==> config.mk <==
export PLATFORM = sky130hd
export DESIGN_NAME = mem_wait_responder
export DESIGN_NICKNAME = d
export VERILOG_FILES = /design/src/rtl/mem_hs_pkg.sv /design/src/rtl/mem_array.sv /design/src/rtl/mem_wait_responder.sv
export SDC_FILE = /design/constraint.sdc
export NUM_CORES = 1
export LEC_CHECK = 0
export CORE_UTILIZATION = 25
export CTS_BUF_LIST = sky130_fd_sc_hd__clkbuf_16
export CTS_CLUSTER_DIAMETER = 150
export DETAILED_ROUTE_END_ITERATION = 8
export PLACE_DENSITY_LB_ADDON = 0.08
export SLEW_MARGIN = 20
export SYNTH_ARGS = -nofsm -noshare
export SYNTH_HDL_FRONTEND = slang
export SYNTH_SLANG_ARGS = --single-unit
==> constraint.sdc <==
create_clock -name clk -period 2.15 [get_ports clk]
set_input_delay 0.3225 -clock clk [delete_from_list [all_inputs] [get_ports clk]]
set_output_delay 0.3225 -clock clk [all_outputs]
set_load 0.01 [all_outputs]
==> src/rtl/mem_hs_pkg.sv <==
// Shared definitions for the memory wait-state responder: state encoding
// and default geometry/latency constants.
package mem_hs_pkg;

    // 2'b11 is never entered; the FSM treats it as IDLE.
    typedef enum logic [1:0] {
        ST_IDLE   = 2'b00,
        ST_ACCESS = 2'b01,
        ST_READY  = 2'b10
    } state_e;

    localparam int DEF_DW      = 8;
    localparam int DEF_AW      = 4;
    localparam int DEF_LATENCY = 2;
    localparam int DEF_CW      = 4;

endpackage

==> src/rtl/mem_array.sv <==
// Local storage for the responder: 2**AW x DW words, synchronous write,
// read mux into a data register that only updates on a load strobe.
// The storage has no reset; only the output register does.
module mem_array #(
    parameter int DW = 8,
    parameter int AW = 4
) (
    input  logic          clk,
    input  logic          rst,
    input  logic          we,
    input  logic [AW-1:0] waddr,
    input  logic [DW-1:0] wdata,
    input  logic          load,
    input  logic [AW-1:0] raddr,
    output logic [DW-1:0] rdata
);

    logic [DW-1:0] mem [2**AW];
    logic [DW-1:0] rdata_d;
    logic [DW-1:0] rdata_q;

    // Storage write; a same-edge load reads the pre-write word.
    always_ff @(posedge clk) begin
        if (we) begin
            mem[waddr] <= wdata;
        end
    end

    // Output register only changes when the FSM asks for a load.
    always_comb begin
        rdata_d = rdata_q;
        if (load) begin
            rdata_d = mem[raddr];
        end
    end

    // Output data register, cleared by reset.
    always_ff @(posedge clk or negedge rst) begin
        if (!rst) begin
            rdata_q <= '0;
        end else begin
            rdata_q <= rdata_d;
        end
    end

    assign rdata = rdata_q;

endmodule

==> src/rtl/mem_wait_responder.sv <==
// Memory-side responder of the go/read/wait-state/done handshake.
// Handshake: rd is held high by the initiator for the whole request; ws=1
// means data is not ready and the initiator retries; rvalid=1 means rdata
// is valid and held until the initiator pulses ds for one cycle. Dropping
// rd (with ds low) before ds aborts the access. All outputs are registered.
module mem_wait_responder
    import mem_hs_pkg::*;
#(
    parameter int DW      = DEF_DW,
    parameter int AW      = DEF_AW,
    parameter int LATENCY = DEF_LATENCY,
    parameter int CW      = DEF_CW
) (
    input  logic          clk,
    input  logic          rst,
    input  logic          rd,
    input  logic          ds,
    input  logic [AW-1:0] addr,
    input  logic          we,
    input  logic [AW-1:0] waddr,
    input  logic [DW-1:0] wdata,
    output logic          ws,
    output logic [DW-1:0] rdata,
    output logic          rvalid,
    output logic          busy,
    output logic [1:0]    dbg_state
);

    state_e        state_d, state_q;
    logic [CW-1:0] cnt_d, cnt_q;
    logic [AW-1:0] cap_addr_d, cap_addr_q;
    logic          ws_d, ws_q;
    logic          rvalid_d, rvalid_q;
    logic          busy_d, busy_q;
    logic          load;
    logic [AW-1:0] raddr;

    // Next-state, latency counter and address capture.
    always_comb begin
        state_d    = state_q;
        cnt_d      = cnt_q;
        cap_addr_d = cap_addr_q;
        load       = 1'b0;
        case (state_q)
            ST_IDLE: begin
                if (rd) begin
                    cap_addr_d = addr;
                    if (LATENCY == 0) begin
                        state_d = ST_READY;
                        load    = 1'b1;
                    end else begin
                        state_d = ST_ACCESS;
                        cnt_d   = CW'(LATENCY);
                    end
                end
            end
            ST_ACCESS: begin
                if (!rd) begin
                    state_d = ST_IDLE;
                    cnt_d   = '0;
                end else if (cnt_q == CW'(1)) begin
                    state_d = ST_READY;
                    cnt_d   = '0;
                    load    = 1'b1;
                end else begin
                    cnt_d = cnt_q - CW'(1);
                end
            end
            ST_READY: begin
                // ds has priority; rd low without ds is an abort.
                if (ds || !rd) begin
                    state_d = ST_IDLE;
                end
            end
            default: begin
                state_d = ST_IDLE;
                cnt_d   = '0;
            end
        endcase
    end

    // The first request cycle reads the live address; later loads use the capture.
    always_comb begin
        raddr = (state_q == ST_IDLE) ? addr : cap_addr_q;
    end

    // Moore outputs decoded from the next state so they register with it.
    always_comb begin
        ws_d     = (state_d == ST_ACCESS);
        rvalid_d = (state_d == ST_READY);
        busy_d   = (state_d != ST_IDLE);
    end

    // FSM state, counter, captured address and registered outputs.
    always_ff @(posedge clk or negedge rst) begin
        if (!rst) begin
            state_q    <= ST_IDLE;
            cnt_q      <= '0;
            cap_addr_q <= '0;
            ws_q       <= 1'b0;
            rvalid_q   <= 1'b0;
            busy_q     <= 1'b0;
        end else begin
            state_q    <= state_d;
            cnt_q      <= cnt_d;
            cap_addr_q <= cap_addr_d;
            ws_q       <= ws_d;
            rvalid_q   <= rvalid_d;
            busy_q     <= busy_d;
        end
    end

    mem_array #(
        .DW (DW),
        .AW (AW)
    ) u_mem (
        .clk   (clk),
        .rst   (rst),
        .we    (we),
        .waddr (waddr),
        .wdata (wdata),
        .load  (load),
        .raddr (raddr),
        .rdata (rdata)
    );

    assign ws        = ws_q;
    assign rvalid    = rvalid_q;
    assign busy      = busy_q;
    assign dbg_state = state_q;

endmodule

==> results.sh, run 1 <==
export IMPL_hold_violations=0
export IMPL_drtPass1Iterations=5
export IMPL_path_max_fanout=7
export IMPL_place_hpwl_um=12800
export IMPL_netlist_instances=430
export IMPL_critical_path_max_stage_delay_ns=0.57
export IMPL_crit_top_cell="buf_4"
export IMPL_grt_max_degree=22
export IMPL_endpoint_kind="flop"
export IMPL_wl_per_cell_um=21.1
export IMPL_pre_cts_ws_ns=-0.490
export IMPL_die_y_um=162
export IMPL_fin_crit_ns=2.15
export IMPL_synth_warnings=0
export IMPL_overflow=0
export IMPL_clockRootBuffer="clkbuf_16"
export IMPL_failed_checks="setup timing"
export IMPL_num_rows=58
export IMPL_num_vias=4234
export IMPL_clkSinkCount=149
export IMPL_busiest_layer="met2"
export IMPL_cts_path_max_buffers=2
export IMPL_fin_skew_ns=0.0104
export IMPL_viasPerCell=4.69
export IMPL_ff2ff_setup_slack_ns=-0.004
export IMPL_track_usage=0.150
export IMPL_synthFlopType="edfxtp_1"
export IMPL_fin_crit_sh=1.00
export IMPL_power_density_nw_per_um2=968
export IMPL_post_route_util=0.354
export IMPL_antenna_found_initial=0
export IMPL_start_util=0.254
export IMPL_use_met3=0.0245
export IMPL_status="complete, but fails checks"
export IMPL_instances_no_fill=902
export IMPL_drive_above_1_share=0.330
export IMPL_drc_errors=0
export IMPL_path_class="reg2reg"
export IMPL_start_kind="flop"
export IMPL_rr_startpoint="dbg_state[1]"
export IMPL_tightest_slew_ns=0.695
export IMPL_fin_ws_ns=-0.00354
export IMPL_async_flop_share=0.141
export IMPL_worst_path_buf_inv=2
export IMPL_worstPathCellList="or4b_1 -> o21a_4 -> o32ai_2 -> buf_4 -> o41ai_2 -> buf_4 -> a21o_1"
export IMPL_insertedDiodeCount=0
export IMPL_finalWirelength_um=19000
export IMPL_use_met2=0.246
export IMPL_clk_latency_ns=0.43
export IMPL_synth_area_per_cell_um2=14.9
export IMPL_ys_ff_latch=149
export IMPL_r2r_cells=7
export IMPL_hold_buffers=0
export IMPL_portBuffers=33
export IMPL_relSlewSlack=0.535
export IMPL_setup_violations=2
export IMPL_gp_congestion=0.738
export IMPL_ys_seq_area_frac=0.682
export IMPL_worstPathArrival_ns=2.46
export IMPL_cts_buffers=17
export IMPL_htree_levels=4
export IMPL_cts_tree="yes"
export IMPL_synth_top_area_cell="edfxtp_1"
export IMPL_synth_distinct_cells=42
export IMPL_synth_area_um2=6410
export IMPL_clk_pin_slew_ns=0.07
export IMPL_tns_ns=-0.00613
export IMPL_fmax_mhz=464
export IMPL_nNetsFinal=582
export IMPL_synth_edff_count=128
export IMPL_boundaryPins=34
export IMPL_yosysTopAreaCellShare=0.600
export IMPL_drtAntennaViolNets=0
export IMPL_die_area_um2=26300
export IMPL_p_leak_uw=0.00334
export IMPL_finalMaxSlewViolations=0
export IMPL_yosys_top_cells_area="edfxtp_1 60%, mux2i_1 11%, dfrtp_1 8.2%"
export IMPL_worstHoldPathType="in2async"
export IMPL_syn_nets=453
export IMPL_rsz0062_at_grt="yes"
export IMPL_syn_to_final_growth_pct=39.1
export IMPL_place_inst=858
export IMPL_die_w_um=162
export IMPL_fin_hold_ws_ns=0.257
export IMPL_grt_pass1_vias=4439
export IMPL_met1_usage=0.203
export IMPL_critical_path_slowest_cell="or4b_1"
export IMPL_irDropWorstVdd_mv=0.402
export IMPL_r2r_end="u_mem.rdata[6]"
export IMPL_grt_pass1_wl_um=28300
export IMPL_max_cap_violations=0
export IMPL_drtIter0Drc=275
export IMPL_cp_top_family="compound AO/OA/AOI/OAI gates"
export IMPL_crit_required_ns=2.46
export IMPL_coreArea_um2=25200
==> worst max-delay path by stage <==
stage | startpoint | end | slack (ns) | cells past startpoint
floorplan | dbg_state[1] | u_mem.rdata[7] | 0.10 | 7
global placement | addr[2] | u_mem.rdata[3] | -0.48 | 8
detailed placement | addr[2] | u_mem.rdata[3] | -0.49 | 8
CTS | dbg_state[1] | u_mem.rdata[1] | -0.01 | 7
global route | dbg_state[1] | u_mem.rdata[3] | -0.10 | 8
finish | dbg_state[1] | u_mem.rdata[6] | -0.004 | 7
==> metrics by stage <==
stage	total power (uW)	cell area, um2
2_1_floorplan	4180	6410
3_3_place_gp	5050	7750
3_5_place_dp	5050	7750
4_1_cts	8580	8670
5_1_grt	8950	8910
6_report	8630	8910
==> area by class of cell <==
| type | count | area (um2) |
|---|---|---|
| multi-input cells | 258 | 2230 |
| inverters | 3 | 11.3 |
| well taps | 330 | 413 |
| clock buffers | 17 | 425 |
| repair buffers | 130 | 1230 |
| fillers | 2420 | 16300 |
| flip-flops and latches | 149 | 4370 |
| clock inverters | 15 | 229 |
==> registers in the layout (all words and copies together) (netlist names) <==
name and flops:
u_mem.mem 128, u_mem.rdata 8, cap_addr_q 4, cnt_q 4, dbg_state 2, busy 1
rvalid 1, ws 1
==> layer usage <==
metal	share of wire	vias up
li1	-	1956
met3	0.027	20
met1	0.49	2177
met4	0.013	0
met5	0	-
met2	0.47	81
==> synth_stat cells, drive strengths merged, types with 3 or more instances <==
cell       n
dfrtp     21
a21o       6
a21oi      7
o32ai      8
nor3       5
o21a       3
a211oi    14
edfxtp   128
mux2i     70
nor2b      4
inv        3
nand2b     5
a222oi     6
o21ai     12
o41ai      6
nand2     16
and3      21
nor2      33
o22ai      3
nand3     10
or2        3
clkbuf     5
mux2       6
a2111oi    3
buf       16
==> timing repair <==
action / CTS / global route
endpoints found under the hold margin: 0 / 0
pin swaps: 4 / 4
endpoints found under the setup margin: 8 / 8
gates cloned: 2 / 2
buffers inserted: 2 / 7
gates resized for setup: 43 / 30
==> worst reg2reg max path: stages (launching register included) <==
cell and delay [ns]:
dfrtp_2 0.45, or4b_1 0.57, o21a_4 0.18, o32ai_2 0.31
buf_4 0.17, o41ai_2 0.06, buf_4 0.14, a21o_1 0.14
==> power by group <==
part / switching (uW) / total [uW] / internal (uW)
Combinational: 886 / 1860 / 977
Sequential: 137 / 3440 / 3300
Clock: 1320 / 3330 / 2010
Total: 2350 / 8630 / 6280
==> logic make-up after synthesis <==
kind of cell	synth area share
adders and majority gates	0.00391
buffers and inverters	0.0242
muxes	0.120
and+or+nand+nor	0.0883
AOI/OAI and AO/OA	0.0816
DFF	0.682
==> placed cells by master (no fill, tap or decap), types with 4 or more instances in the layout <==
master / count
a211oi_1: 5
bufinv_16: 4
buf_12: 8
o32ai_2: 4
mux2i_4: 4
mux2_2: 6
mux2i_2: 8
a21o_1: 6
a211oi_2: 9
nor2_1: 32
nand3_1: 10
inv_6: 6
edfxtp_1: 128
mux2i_1: 58
and3_1: 20
buf_4: 79
o21ai_0: 10
inv_8: 5
nand2b_1: 5
buf_6: 5
nor2b_1: 4
nand2_1: 14
nor3_1: 5
o41ai_2: 6
a222oi_1: 6
a21oi_1: 5
clkbuf_16: 19
clkdlybuf4s50_1: 33
dfrtp_1: 19
(Power assumes the default switching activity.)
==> inputs of run 2 (changes only) <==
--- a/config.mk
+++ b/config.mk
@@ -5,11 +5,13 @@
 export SDC_FILE = /design/constraint.sdc
 export NUM_CORES = 1
 export LEC_CHECK = 0
+export CORE_MARGIN = 1.5
 export CORE_UTILIZATION = 25
 export CTS_BUF_LIST = sky130_fd_sc_hd__clkbuf_16
 export CTS_CLUSTER_DIAMETER = 150
 export DETAILED_ROUTE_END_ITERATION = 8
 export PLACE_DENSITY_LB_ADDON = 0.08
+export RECOVER_POWER = 100
 export SLEW_MARGIN = 20
 export SYNTH_ARGS = -nofsm -noshare
 export SYNTH_HDL_FRONTEND = slang
==> results.sh, run 2 (synthesized netlist as in run 1, its figures left out) <==
export IMPL_drc_errors=0
export IMPL_fin_ws_ns=0.0265
export IMPL_hold_violations=0
export IMPL_pwr_share_clk=0.365
export IMPL_wl_met2_um=9230
export IMPL_die_y_um=163
export IMPL_layout_common_cells="128 x edfxtp_1, 69 x mux2i_1, 51 x buf_4"
export IMPL_place_area_um2=7610
export IMPL_fin_crit_ns=2.12
export IMPL_fin_crit_sh=0.988
export IMPL_hold_buffers=0
export IMPL_portBuffers=33
export IMPL_worstPathArrival_ns=2.43
export IMPL_endpoint_kind="flop"
export IMPL_start_kind="flop"
export IMPL_p_comb_frac=0.205
export IMPL_grt_pass1_wl_um=27400
export IMPL_relSlewSlack=0.113
export IMPL_largest_register_ffs=128
export IMPL_gp_congestion=0.731
export IMPL_wl_met1_um=8760
export IMPL_insertedDiodeCount=0
export IMPL_path_max_fanout=9
export IMPL_num_rows=58
export IMPL_fin_area_um2=8440
export IMPL_path_class="reg2reg"
export IMPL_grt_max_degree=30
export IMPL_num_vias=4175
export IMPL_p_leak_uw=0.00310
export IMPL_seqPwrFrac=0.430
export IMPL_worstHoldStart="cap_addr_q[3]"
export IMPL_drtAntennaViolNets=0
export IMPL_finalWirelength_um=18900
export IMPL_antenna_found_initial=0
export IMPL_cts_path_max_buffers=2
export IMPL_fin_skew_ns=0.0118
export IMPL_wl_per_cell_um=21.4
export IMPL_nNetsFinal=565
export IMPL_tightest_slew_ns=1.33
export IMPL_boundaryPins=34
export IMPL_power_density_nw_per_um2=946
export IMPL_start_util=0.254
export IMPL_startpoint="dbg_state[0]"
export IMPL_coreArea_um2=25200
export IMPL_pre_cts_ws_ns=-0.769
export IMPL_clkSinkCount=149
export IMPL_total_power_uw=7990
export IMPL_syn_to_final_growth_pct=31.8
export IMPL_crit_required_ns=2.46
export IMPL_drive_above_1_share=0.250
export IMPL_irDropWorstVdd_mv=0.531
export IMPL_track_usage=0.146
export IMPL_fmax_mhz=471
export IMPL_viasPerCell=4.72
export IMPL_layout_commonest_cell="edfxtp_1"
export IMPL_top_layer="met4"
export IMPL_cts_buffers=17
export IMPL_p_int_uw=5660
export IMPL_clk_pin_slew_ns=0.07
export IMPL_die_area_um2=26600
export IMPL_p_sw_uw=2330
export IMPL_grt_pass1_vias=4232
export IMPL_htree_levels=4
export IMPL_worstHoldPathType="reg2reg"
export IMPL_setup_violations=0
export IMPL_overflow=0
export IMPL_swShare=0.291
export IMPL_clockRootBuffer="clkbuf_16"
export IMPL_wl_met3_um=618
export IMPL_clk_latency_ns=0.42
export IMPL_rr_startpoint="dbg_state[0]"
export IMPL_fin_hold_ws_ns=0.533
export IMPL_finalMaxSlewViolations=0
export IMPL_status="finished clean"
export IMPL_drtIter0Drc=292
export IMPL_place_hpwl_um=12600
export IMPL_max_cap_violations=0
export IMPL_place_inst=846
export IMPL_top_register="u_mem.mem"
export IMPL_drtPass1Iterations=8
export IMPL_instances_no_fill=885
export IMPL_cts_tree="yes"
export IMPL_die_w_um=163
==> run 2: layout make-up <==
class | count | area [um2]
Clock inverter | 15 | 151
Clock buffer | 17 | 425
Multi-Input combinational cell | 258 | 2140
Timing Repair Buffer | 113 | 930
Tap cell | 330 | 413
Inverter | 3 | 11.3
Fill cell | 2467 | 16700
Sequential cell | 149 | 4370
==> run 2: power by group through the flow <==
| stage | Sequential [uW] | Combinational [uW] | Clock, uW |
|---|---|---|---|
| global route | 3450 | 1760 | 3100 |
| finish | 3440 | 1630 | 2920 |
| CTS | 3430 | 1540 | 2980 |
| floorplan | 3470 | 713 | 0 |
| detailed placement | 3490 | 1450 | 0 |
| global placement | 3490 | 1460 | 0 |
==> run 2: final timing paths <==
path,to,slack (ns),cells past startpoint
max,u_mem.rdata[5],0.03,6
min,cap_addr_q[3],0.53,1
max reg2reg,u_mem.rdata[5],0.03,6
min reg2reg,cap_addr_q[3],0.53,1
max in group asynchronous,dbg_state[1],0.56,2
min in group asynchronous,busy,0.72,2
==> run 2: what timing repair did <==
action,4_1_cts,5_1_grt
pin swaps,3,2
buffers inserted,0,4
gates cloned,0,3
endpoints found under the setup margin,8,8
resized for setup,21,31
==> run 2: critical path: stages, from the launching register on <==
cell and delay, ns:
dfrtp_2 0.49, or4b_4 0.58, o21a_2 0.23, a211oi_2 0.29
o41ai_2 0.13, buf_4 0.15, a21o_1 0.14
==> run 2: per-stage QoR <==
stage          utilization  setup TNS, ns
2_1_floorplan            -              0
3_3_place_gp         0.302          -4.51
3_5_place_dp         0.302          -4.46
4_1_cts              0.330         -0.110
5_1_grt              0.335        -0.0327
6_report             0.335              0
==> run 2: metal layers <==
metal	vias to the layer above	global-route usage
li1	1928	-
met1	2149	0.193
met2	85	0.237
met3	13	0.0292
met4	0	0.0484
met5	-	0
